**config.mk**
```make
export PLATFORM = sky130hd
export DESIGN_NAME = cpu_step_ctrl
export DESIGN_NICKNAME = d
export VERILOG_FILES = /design/src/rtl/cpu_ctrl_pkg.sv /design/src/rtl/cpu_step_ctrl_key_edge.sv /design/src/rtl/cpu_step_ctrl.sv
export SDC_FILE = /design/constraint.sdc
export NUM_CORES = 1
export LEC_CHECK = 0
export ABC_AREA = 0
export ABC_CLOCK_PERIOD_IN_PS = 2700
export BUFFER_PORTS_ARGS = -buffer_cell sky130_fd_sc_hd__buf_2
export CAP_MARGIN = 20
export CORE_MARGIN = 5
export CORE_UTILIZATION = 53
export CTS_CLUSTER_DIAMETER = 120
export DETAILED_ROUTE_END_ITERATION = 10
export PLACE_DENSITY_LB_ADDON = 0.25
export SLEW_MARGIN = 20
export SYNTH_ARGS = -nofsm -noshare
export SYNTH_HDL_FRONTEND = slang
export SYNTH_SLANG_ARGS = --single-unit
```
**constraint.sdc**
```tcl
create_clock -name clka -period 2.7 [get_ports clka]
set_input_delay 0.27 -clock clka [delete_from_list [all_inputs] [get_ports clka]]
set_output_delay 0.27 -clock clka [all_outputs]
set_load 0.01 [all_outputs]
```
**src/rtl/cpu_ctrl_pkg.sv**
```systemverilog
// Shared definitions for the CPU step/run execution controller:
// controller state encoding, run-rate offset and default widths.
package cpu_ctrl_pkg;

    // Run period is 2^(rate + RATE_OFS) board clock cycles
    localparam int RATE_OFS  = 8;
    localparam int DEF_DIV_W = 24;
    localparam int DEF_CNT_W = 16;

    typedef enum logic [1:0] {
        ST_IDLE = 2'd0,
        ST_RUN  = 2'd1,
        ST_TRAP = 2'd2
    } state_e;

endpackage

```
**src/rtl/cpu_step_ctrl_key_edge.sv**
```systemverilog
// key_edge: rising-edge detector for a debounced key level.
// The previous-value register resets to 1 so that a key held through
// reset is not mistaken for a fresh press.
module key_edge (
    input  logic clk_i,
    input  logic srst_i,
    input  logic key_i,
    output logic rise_o
);

    logic prev_q;

    // Track the key level from the previous cycle
    always_ff @(posedge clk_i) begin
        if (srst_i) begin
            prev_q <= 1'b1;
        end else begin
            prev_q <= key_i;
        end
    end

    assign rise_o = key_i & ~prev_q;

endmodule

```
**src/rtl/cpu_step_ctrl.sv**
```systemverilog
// cpu_step_ctrl: turns step/run keys into one-cycle CPU clock-enable
// pulses (single-step or free-run at 2^(rate+8) cycles per pulse) and
// counts issued pulses.
// Optional feature: define CPU_STEP_OF_TRAP_EN to halt in TRAP when the
// CPU reports overflow the cycle after a pulse; a step press leaves TRAP.
module cpu_step_ctrl
    import cpu_ctrl_pkg::*;
#(
    parameter int DIV_W = DEF_DIV_W,
    parameter int CNT_W = DEF_CNT_W
) (
    input  logic             clka,
    input  logic             rsta,
    input  logic             step,
    input  logic             run,
    input  logic [3:0]       rate,
    input  logic             ofa,
    output logic             cpu_en,
    output logic             running,
    output logic             halted,
    output logic [CNT_W-1:0] icount
);

    logic             step_rise;
    logic             run_rise;
    state_e           state_q;
    logic [DIV_W-1:0] div_q;
    logic [DIV_W-1:0] term_cnt;
    logic             div_done;
    logic             cpu_en_q;
    logic             running_q;
    logic             halted_q;
    logic [CNT_W-1:0] icount_q;
    logic             trap_hit;

    key_edge u_step_edge (
        .clk_i  (clka),
        .srst_i (rsta),
        .key_i  (step),
        .rise_o (step_rise)
    );

    key_edge u_run_edge (
        .clk_i  (clka),
        .srst_i (rsta),
        .key_i  (run),
        .rise_o (run_rise)
    );

    // Terminal count follows rate live; ">=" lets a shortened period
    // terminate immediately when the divider is already past it.
    assign term_cnt = (DIV_W'(1) << (32'(rate) + RATE_OFS)) - DIV_W'(1);
    assign div_done = (div_q >= term_cnt);

`ifdef CPU_STEP_OF_TRAP_EN
    logic ofa_chk_q;

    // Marks the cycle in which the CPU overflow flag is meaningful
    always_ff @(posedge clka) begin
        if (rsta) begin
            ofa_chk_q <= 1'b0;
        end else begin
            ofa_chk_q <= cpu_en_q;
        end
    end

    assign trap_hit = ofa_chk_q & ofa;
`else
    logic unused_ofa;
    assign unused_ofa = ofa;
    assign trap_hit   = 1'b0;
`endif

    // Controller FSM with divider, pulse and instruction counter
    always_ff @(posedge clka) begin
        if (rsta) begin
            state_q   <= ST_IDLE;
            div_q     <= '0;
            cpu_en_q  <= 1'b0;
            running_q <= 1'b0;
            halted_q  <= 1'b0;
            icount_q  <= '0;
        end else begin
            cpu_en_q <= 1'b0;
            if (trap_hit) begin
                state_q   <= ST_TRAP;
                running_q <= 1'b0;
                halted_q  <= 1'b1;
                div_q     <= '0;
            end else begin
                case (state_q)
                    ST_IDLE: begin
                        // Run press wins over a simultaneous step press
                        if (run_rise) begin
                            state_q   <= ST_RUN;
                            running_q <= 1'b1;
                            div_q     <= '0;
                        end else if (step_rise) begin
                            cpu_en_q <= 1'b1;
                            icount_q <= icount_q + CNT_W'(1);
                        end
                    end
                    ST_RUN: begin
                        // Stopping discards a coinciding terminal count
                        if (run_rise) begin
                            state_q   <= ST_IDLE;
                            running_q <= 1'b0;
                            div_q     <= '0;
                        end else if (div_done) begin
                            div_q    <= '0;
                            cpu_en_q <= 1'b1;
                            icount_q <= icount_q + CNT_W'(1);
                        end else begin
                            div_q <= div_q + DIV_W'(1);
                        end
                    end
`ifdef CPU_STEP_OF_TRAP_EN
                    ST_TRAP: begin
                        if (step_rise) begin
                            state_q  <= ST_IDLE;
                            halted_q <= 1'b0;
                        end
                    end
`endif
                    default: begin
                        state_q   <= ST_IDLE;
                        running_q <= 1'b0;
                        halted_q  <= 1'b0;
                        div_q     <= '0;
                    end
                endcase
            end
        end
    end

    assign cpu_en  = cpu_en_q;
    assign running = running_q;
    assign halted  = halted_q;
    assign icount  = icount_q;

endmodule

```
==> Flow_metrics.wiki, run 1 <==
{| class="wikitable"
! Metric !! Value
|-
| Sequential share of the synthesized area || 31.5%
|-
| DPL Wire Length || 4.74 mm
|-
| Critical Path Sink || div_q[22]
|-
| Final worst-path cycle share || between 90% and 100%
|-
| IO Port Bufs || 25
|-
| EDFF count, synth || 0
|-
| Via count || between 2000 and 3000
|-
| DRT antenna net count || 0
|-
| Count of routing violations after the opening detailed-route iteration || 166
|-
| Critical path, cell by cell || buf_2 > or2_2 > buf_4 > a21oi_1 > ha_1 > nand2_1 > nor4_2 > a22oi_1 > nand3_1 > nor2_1 > a22o_1
|-
| Count of TritonRoute iterations in the first routing pass || 4
|-
| Clock tree from TritonCTS || done
|-
| Flip-flop and latch count after synthesis || 44
|-
| Initial antenna violation count || 0
|-
| Mean cell area of the mapped netlist || 8.15 µm²
|-
| Number of buffers inserted by post-CTS setup repair || 0
|-
| Critical path launch point type || primary input
|-
| CP Class || primary input to flip-flop
|-
| Family with the most delay on the worst path || simple AND/OR/NAND/NOR gates
|-
| Setup Viol. Count Final || 0
|-
| Arrival time of the worst setup path || 2.75 ns
|-
| Worst-path maximum fanout || 12
|-
| Core area || 0.00511 mm²
|-
| Most used flip-flop cell after synthesis || dfxtp_1
|-
| Buffer cell driving the clock tree root || clkbuf_8
|-
| Most frequent standard cell in the layout excluding fill and tap cells || dfxtp_1
|-
| Congestion Overflow GR || 0
|-
| Clock sink count || between 40 and 50
|-
| Status || finished, final reports clean
|-
| Setup slack of the most critical reg-to-reg path || around 0.21 ns
|-
| Number of core rows || 26
|-
| Share of post-route cells with drive strength above 1 || 17.4%
|-
| Global-route wire length before repair || around 11 mm
|-
| Maximum Capacitance Violations || 0
|-
| Clock-pin slew reported for the worst setup and hold paths after clock tree synthesis || 0.08 ns
|-
| Count of cells resized by post-cts repair || 0
|-
| Cell with the biggest individual delay on the critical path || nor2_1
|-
| I/O pin count || 28
|-
| Highest cell delay on the worst timing path || about 0.75 ns
|-
| Most frequent cells in the layout || dfxtp_1 (44), a21oi_1 (32), nor2_1 (28), nand2_1 (27)
|-
| Reg-to-reg critical path startpoint || div_q[21]
|-
| Post-detailed-route via-to-cell ratio || 5.88
|-
| Syn-to-layout area delta || 15.8%
|-
| Max frequency || 398 MHz
|-
| Unrepaired setup endpoints after global routing || false
|-
| Die area || 0.00683 mm²
|-
| Reg2reg end || icount[9]
|-
| Final TNS setup || 0 ns
|-
| Global placement routability congestion || ~0.88
|-
| Insertion delay to the later sink of the worst-skew pair || a little under 0.3 ns
|-
| Share of async-settable or async-resettable flops after synthesis || 0%
|-
| LEAKAGE || about 1.4 nW
|-
| Pin slew with the least headroom to its limit || 0.947 ns
|-
| Pwr dens || around 430 mW/mm²
|-
| Dpl cells || about 450
|-
| H-Tree Depth || 2
|-
| Clock period minus worst slack || ~2.5 ns
|-
| Levels on crit path || 11
|-
| Synth unique cells || 44
|-
| Count of warnings emitted by yosys || 0
|-
| Total clock buffers created by CTS || 5
|-
| Worst r2r path cells || 8
|-
| Bufs and invs on worst path || 2
|-
| Worst setup skew after layout || approximately 0.0064 ns
|-
| Post-synthesis instance area || 0.00280 mm²
|-
| Drc violations || 0
|-
| Maximum root-to-sink buffer count || 2
|-
| Startpoint of the worst setup timing path || rate[0]
|-
| Global-route usage over all layers || 20.7%
|-
| Worst Path Required || 2.93 ns
|-
| Vertical die dimension || ~83 µm
|-
| Kind of capture point of the worst setup path || flip-flop
|-
| Non-filler instance count after layout || approximately 460
|-
| CTS hold repair buffers || 0
|-
| Layout fillers || approximately 470
|-
| Pin count of the biggest net entering global routing || 24
|-
| WL/cell || around 14 µm
|-
| Net count, final || 420
|-
| Final hold violation count || 0
|-
| Wire length reported by the detailed router || ~6.4 mm
|-
| Via count of the first global-routing pass || around 2500
|-
| Worst hold-check path type || primary input to flip-flop
|-
| Number of antenna diodes || 0
|-
| Total count of max-transition violations in the final report || 0
|-
| Gate count after technology mapping || 343
|-
| Maximum VDD drop || just over 200 µV
|-
| Slew margin rel. || 36.6%
|-
| Starting density of the core || between 50% and 60%
|-
| Die W || between 80 and 90 µm
|}
-- worst min path at each step --
stage,start,cells after the start,slack (ns),to
3_5_place_dp,icount[15],2,0.47,icount[15]
4_1_cts,step,2,0.17,u_step_edge.prev_q
3_3_place_gp,icount[15],2,0.46,icount[15]
6_report,step,2,0.17,u_step_edge.prev_q
2_1_floorplan,run,1,0.38,u_run_edge.prev_q
5_1_grt,step,2,0.17,u_step_edge.prev_q
-- cell usage after synthesis, types with 8 or more instances --
| cell type | number | share of area (%) |
|---|---|---|
| a21oi_1 | 32 | 5.7 |
| or4_1 | 11 | 3.0 |
| nor2b_1 | 8 | 1.8 |
| inv_1 | 8 | 1.1 |
| nor3_1 | 8 | 1.4 |
| ha_1 | 25 | 11 |
| o31ai_1 | 10 | 2.7 |
| nand2_1 | 27 | 3.6 |
| o21ai_0 | 14 | 2.5 |
| nand4_1 | 10 | 2.2 |
| nand3_1 | 20 | 3.6 |
| dfxtp_1 | 44 | 32 |
| clkbuf_1 | 10 | 1.3 |
| nor2_1 | 29 | 3.9 |
-- cells by family after synthesis --
| family | count (synthesis) | share of synthesized area, % |
|---|---|---|
| AO/OA/AOI/OAI | 87 | 20.1 |
| XOR/XNOR | 6 | 1.88 |
| adder cells (fa/ha/maj) | 25 | 11.2 |
| buffers and inverters | 24 | 4.03 |
| flip-flops | 44 | 31.5 |
| multiplexers | 5 | 1.92 |
| other | 2 | 0.269 |
| AND/OR/NAND/NOR | 150 | 29.1 |
-- worst reg2reg max path: stages, from the launching register on --
cell     delay (ns)
dfxtp_1        0.36
ha_1           0.33
nand4_2        0.15
nor4_2         0.33
a22oi_1        0.16
and3_1         0.26
buf_4          0.19
or4_1          0.50
a21oi_1        0.15
-- metrics by stage --
| stage | setup WS [ns] | util, % | power [mW] | hold slack [ns] | instance area, µm² |
|---|---|---|---|---|---|
| finish | 0.184 | 63.4 | 1.39 | 0.169 | 3240 |
| global route | 0.00514 | 63.4 | 1.45 | 0.173 | 3240 |
| CTS | 0.204 | 63.3 | 1.40 | 0.166 | 3230 |
| detailed placement | -0.106 | 60.8 | 0.813 | 0.468 | 3110 |
| global placement | -0.0363 | 60.8 | 0.809 | 0.459 | 3110 |
| floorplan | 0.0195 | - | 0.766 | 0.377 | 2820 |
-- power by group --
part	internal, mW	total [mW]	switching, mW
registers	0.655	0.659	0.00486
clock network	0.364	0.589	0.225
logic	0.0545	0.139	0.0847
-- layout make-up --
type                            instances  area (µm²)  area share (%)
Clock buffer                            5        68.8            2.13
Clock inverter                          2        60.1            1.86
Multi-Input combinational cell        281        1830            56.4
Inverter                                8        30.0           0.928
Tap cell                               70        87.6            2.71
Sequential cell                        44         881            27.2
Timing Repair Buffer                   46         283            8.74
-- state kept, by name, summed over array words and instances, names as in the netlist --
| register | count |
|---|---|
| cpu_en | 1 |
| div_q | 24 |
| icount | 16 |
| running | 1 |
| u_run_edge.prev_q | 1 |
| u_step_edge.prev_q | 1 |
-- layer usage --
| metal | vias to the layer above | global-route usage (%) | share of wire, % |
|---|---|---|---|
| li1 | 1363 | - | - |
| met1 | 1234 | 26.8 | 46 |
| met2 | 73 | 35.3 | 46 |
| met3 | 9 | 3.80 | 6.5 |
| met4 | 0 | 5.39 | 1.3 |
| met5 | - | 0 | 0 |
No activity file was read; power rests on OpenSTA's default activity.
==> run 2, diff against run 1 <==
--- a/config.mk
+++ b/config.mk
@@ -14,6 +14,7 @@
 export CTS_CLUSTER_DIAMETER = 120
 export DETAILED_ROUTE_END_ITERATION = 10
 export PLACE_DENSITY_LB_ADDON = 0.25
+export RECOVER_POWER = 100
 export SLEW_MARGIN = 20
 export SYNTH_ARGS = -nofsm -noshare
 export SYNTH_HDL_FRONTEND = slang
==> run 2 against run 1 <==
Against the previous run:
- clock skew rose by 0.0013 ns
- power fell by 0.31%
- flip-flop and latch count did not move
- final cell count did not move
- final area fell by 1.4%
- routed wire length rose by 1.0%
- clock-buffer cell count did not move
- critical path depth fell by 3
- global-route usage did not move
- critical endpoint is now icount[9]
==> Flow_metrics.wiki, run 2 (synthesized netlist as in run 1, its figures left out) <==
{| class="wikitable"
! Metric !! Value
|-
| Status || finished, final reports clean
|-
| Maximum VDD drop || 202 µV (about the same)
|-
| Pwr dens || 434 mW/mm² (+1.1%)
|-
| Via count || 2665 (-0.52%)
|-
| Congestion Overflow GR || 0 (unchanged)
|-
| Worst hold-check path type || primary input to flip-flop
|-
| Reg2reg end || icount[9]
|-
| Worst hold slack || 0.170 ns (+0.00107 ns)
|-
| Share of post-route cells with drive strength above 1 || 10.9% (-6.5 points)
|-
| Max frequency || 401 MHz (+0.79%)
|-
| Slew margin rel. || 36.0% (-0.64 points)
|-
| Cell area after placement || 0.00311 mm² (unchanged)
|-
| Starting density of the core || 54.7% (unchanged)
|-
| Vertical die dimension || 82.6 µm (unchanged)
|-
| I/O pin count || 28 (unchanged)
|-
| Final hold violation count || 0 (unchanged)
|-
| Sink of the worst hold path || u_step_edge.prev_q
|-
| Count of routing violations after the opening detailed-route iteration || 176 (+6.0%)
|-
| Net count, final || 420 (unchanged)
|-
| Worst Path Required || 2.92 ns (about the same)
|-
| Post-Place Worst Slack || -0.106 ns (unchanged)
|-
| Reg-to-reg critical path startpoint || div_q[21]
|-
| Wire length reported by the detailed router || 6.45 mm (+1.0%)
|-
| Via count of the first global-routing pass || 2458 (unchanged)
|-
| Critical path launch point type || flip-flop
|-
| DPL Wire Length || 4.74 mm (unchanged)
|-
| Number of buffers inserted by post-CTS setup repair || 0 (unchanged)
|-
| IO Port Bufs || 25 (unchanged)
|-
| Final worst-path cycle share || 92.4% (-0.73 points)
|-
| Global placement routability congestion || 0.875 (unchanged)
|-
| Total clock buffers created by CTS || 5 (unchanged)
|-
| Number of core rows || 26 (unchanged)
|-
| Clock-pin slew reported for the worst setup and hold paths after clock tree synthesis || 0.08 ns (about the same)
|-
| Most frequent cells in the layout || dfxtp_1 (44), a21oi_1 (32), nor2_1 (28), nand2_1 (27)
|-
| Insertion delay to the later sink of the worst-skew pair || 0.30 ns (about the same)
|-
| Global-route wire length before repair || 11.1 mm (unchanged)
|-
| Unrepaired setup endpoints after global routing || false
|-
| Pin count of the biggest net entering global routing || 24 (unchanged)
|-
| LEAKAGE || 1.25 nW (-7.6%)
|-
| CTS hold repair buffers || 0 (unchanged)
|-
| Clock tree from TritonCTS || done
|-
| Maximum root-to-sink buffer count || 2 (unchanged)
|-
| Post-detailed-route via-to-cell ratio || 5.84 (-0.52%)
|-
| DRT antenna net count || 0 (unchanged)
|-
| Most frequent standard cell in the layout excluding fill and tap cells || dfxtp_1
|-
| Die W || 82.6 µm (unchanged)
|-
| Maximum Capacitance Violations || 0 (unchanged)
|-
| Register with the most flip-flops || div_q
|-
| Die area || 0.00683 mm² (unchanged)
|-
| Count of TritonRoute iterations in the first routing pass || 4 (unchanged)
|-
| Total count of max-transition violations in the final report || 0 (unchanged)
|-
| Number of flip-flops under the largest register name || 24 (unchanged)
|-
| Pin slew with the least headroom to its limit || 0.960 ns (+0.0131 ns)
|-
| Worst r2r path cells || 8 (unchanged)
|-
| WL/cell || 14.1 µm (+1.0%)
|-
| Clock sink count || 44 (unchanged)
|-
| Worst setup skew after layout || 0.00774 ns (+0.00134 ns)
|-
| Origin of the worst min-delay path || step
|-
| Kind of capture point of the worst setup path || flip-flop
|-
| Syn-to-layout area delta || 14.1%
|-
| Final Cell Area || 0.00319 mm² (-1.4%)
|-
| Clock period minus worst slack || 2.50 ns (-0.0197 ns)
|-
| Drc violations || 0 (unchanged)
|-
| Cells on Worst Hold Path || 2 (unchanged)
|-
| Setup slack of the most critical reg-to-reg path || 0.20 ns (about the same)
|-
| Count of cells resized by post-cts repair || 0 (unchanged)
|-
| Initial antenna violation count || 0 (unchanged)
|-
| CP Class || flip-flop to flip-flop
|-
| Total chip power || 1.38 mW (-0.31%)
|-
| Core area || 0.00511 mm² (unchanged)
|-
| Setup Viol. Count Final || 0 (unchanged)
|-
| Smallest setup slack after layout || 0.204 ns (+0.0197 ns)
|-
| Global-route usage over all layers || 20.7% (unchanged)
|-
| Final TNS setup || 0 ns (unchanged)
|-
| Buffer cell driving the clock tree root || clkbuf_8
|-
| H-Tree Depth || 2 (unchanged)
|-
| Number of antenna diodes || 0 (unchanged)
|-
| Arrival time of the worst setup path || 2.71 ns (-0.04 ns)
|-
| Worst-path maximum fanout || 11 (-1)
|}
run 2: changes by cell type in the layout (fill, tap and decap cells not counted), sizes merged:
cell	previous run	this run
buf	46	20
clkbuf	5	31
run 2: area by class of cell:
| type | instances | area [µm²] |
|---|---|---|
| clock buffer | 5 | 68.8 |
| clock inverter | 2 | 60.1 |
| fill | 488 | 1920 |
| inverter | 8 | 30.0 |
| multi-input combinational | 281 | 1830 |
| sequential | 44 | 881 |
| tap | 70 | 87.6 |
| timing repair buffer | 46 | 236 |
run 2: stage by stage:
step	std cells	utilization, %
after floorplan	349	-
final	456	62.5
after detailed placement	449	60.8
after CTS	456	63.3
after global routing	456	62.5
after global placement	449	60.8
run 2: critical path, stage by stage (launching register included):
cell,delay (ns)
dfxtp_1,0.36
ha_1,0.33
nand4_2,0.15
nor4_2,0.33
a22oi_1,0.15
and3_1,0.25
buf_4,0.19
or4_1,0.51
a21oi_1,0.16
run 2: how the worst max path moves through the flow:
stage,start,end
floorplan,rate[3],icount[8]
global placement,rate[0],icount[2]
detailed placement,rate[0],icount[13]
CTS,rate[0],icount[13]
global route,rate[0],div_q[7]
finish,div_q[21],icount[9]
run 2: metal layers:
layer,up-vias,track usage [%],part of all wire [%]
li1,1360,-,-
met2,67,35.3,47
met3,10,3.80,6.0
met1,1228,26.8,46
met4,0,5.39,1.6
met5,-,0,0
run 2: power breakdown:
group / internal, mW / total (mW) / switching (mW)
logic: 0.0492 / 0.134 / 0.0850
registers: 0.655 / 0.660 / 0.00501
clock network: 0.364 / 0.590 / 0.226
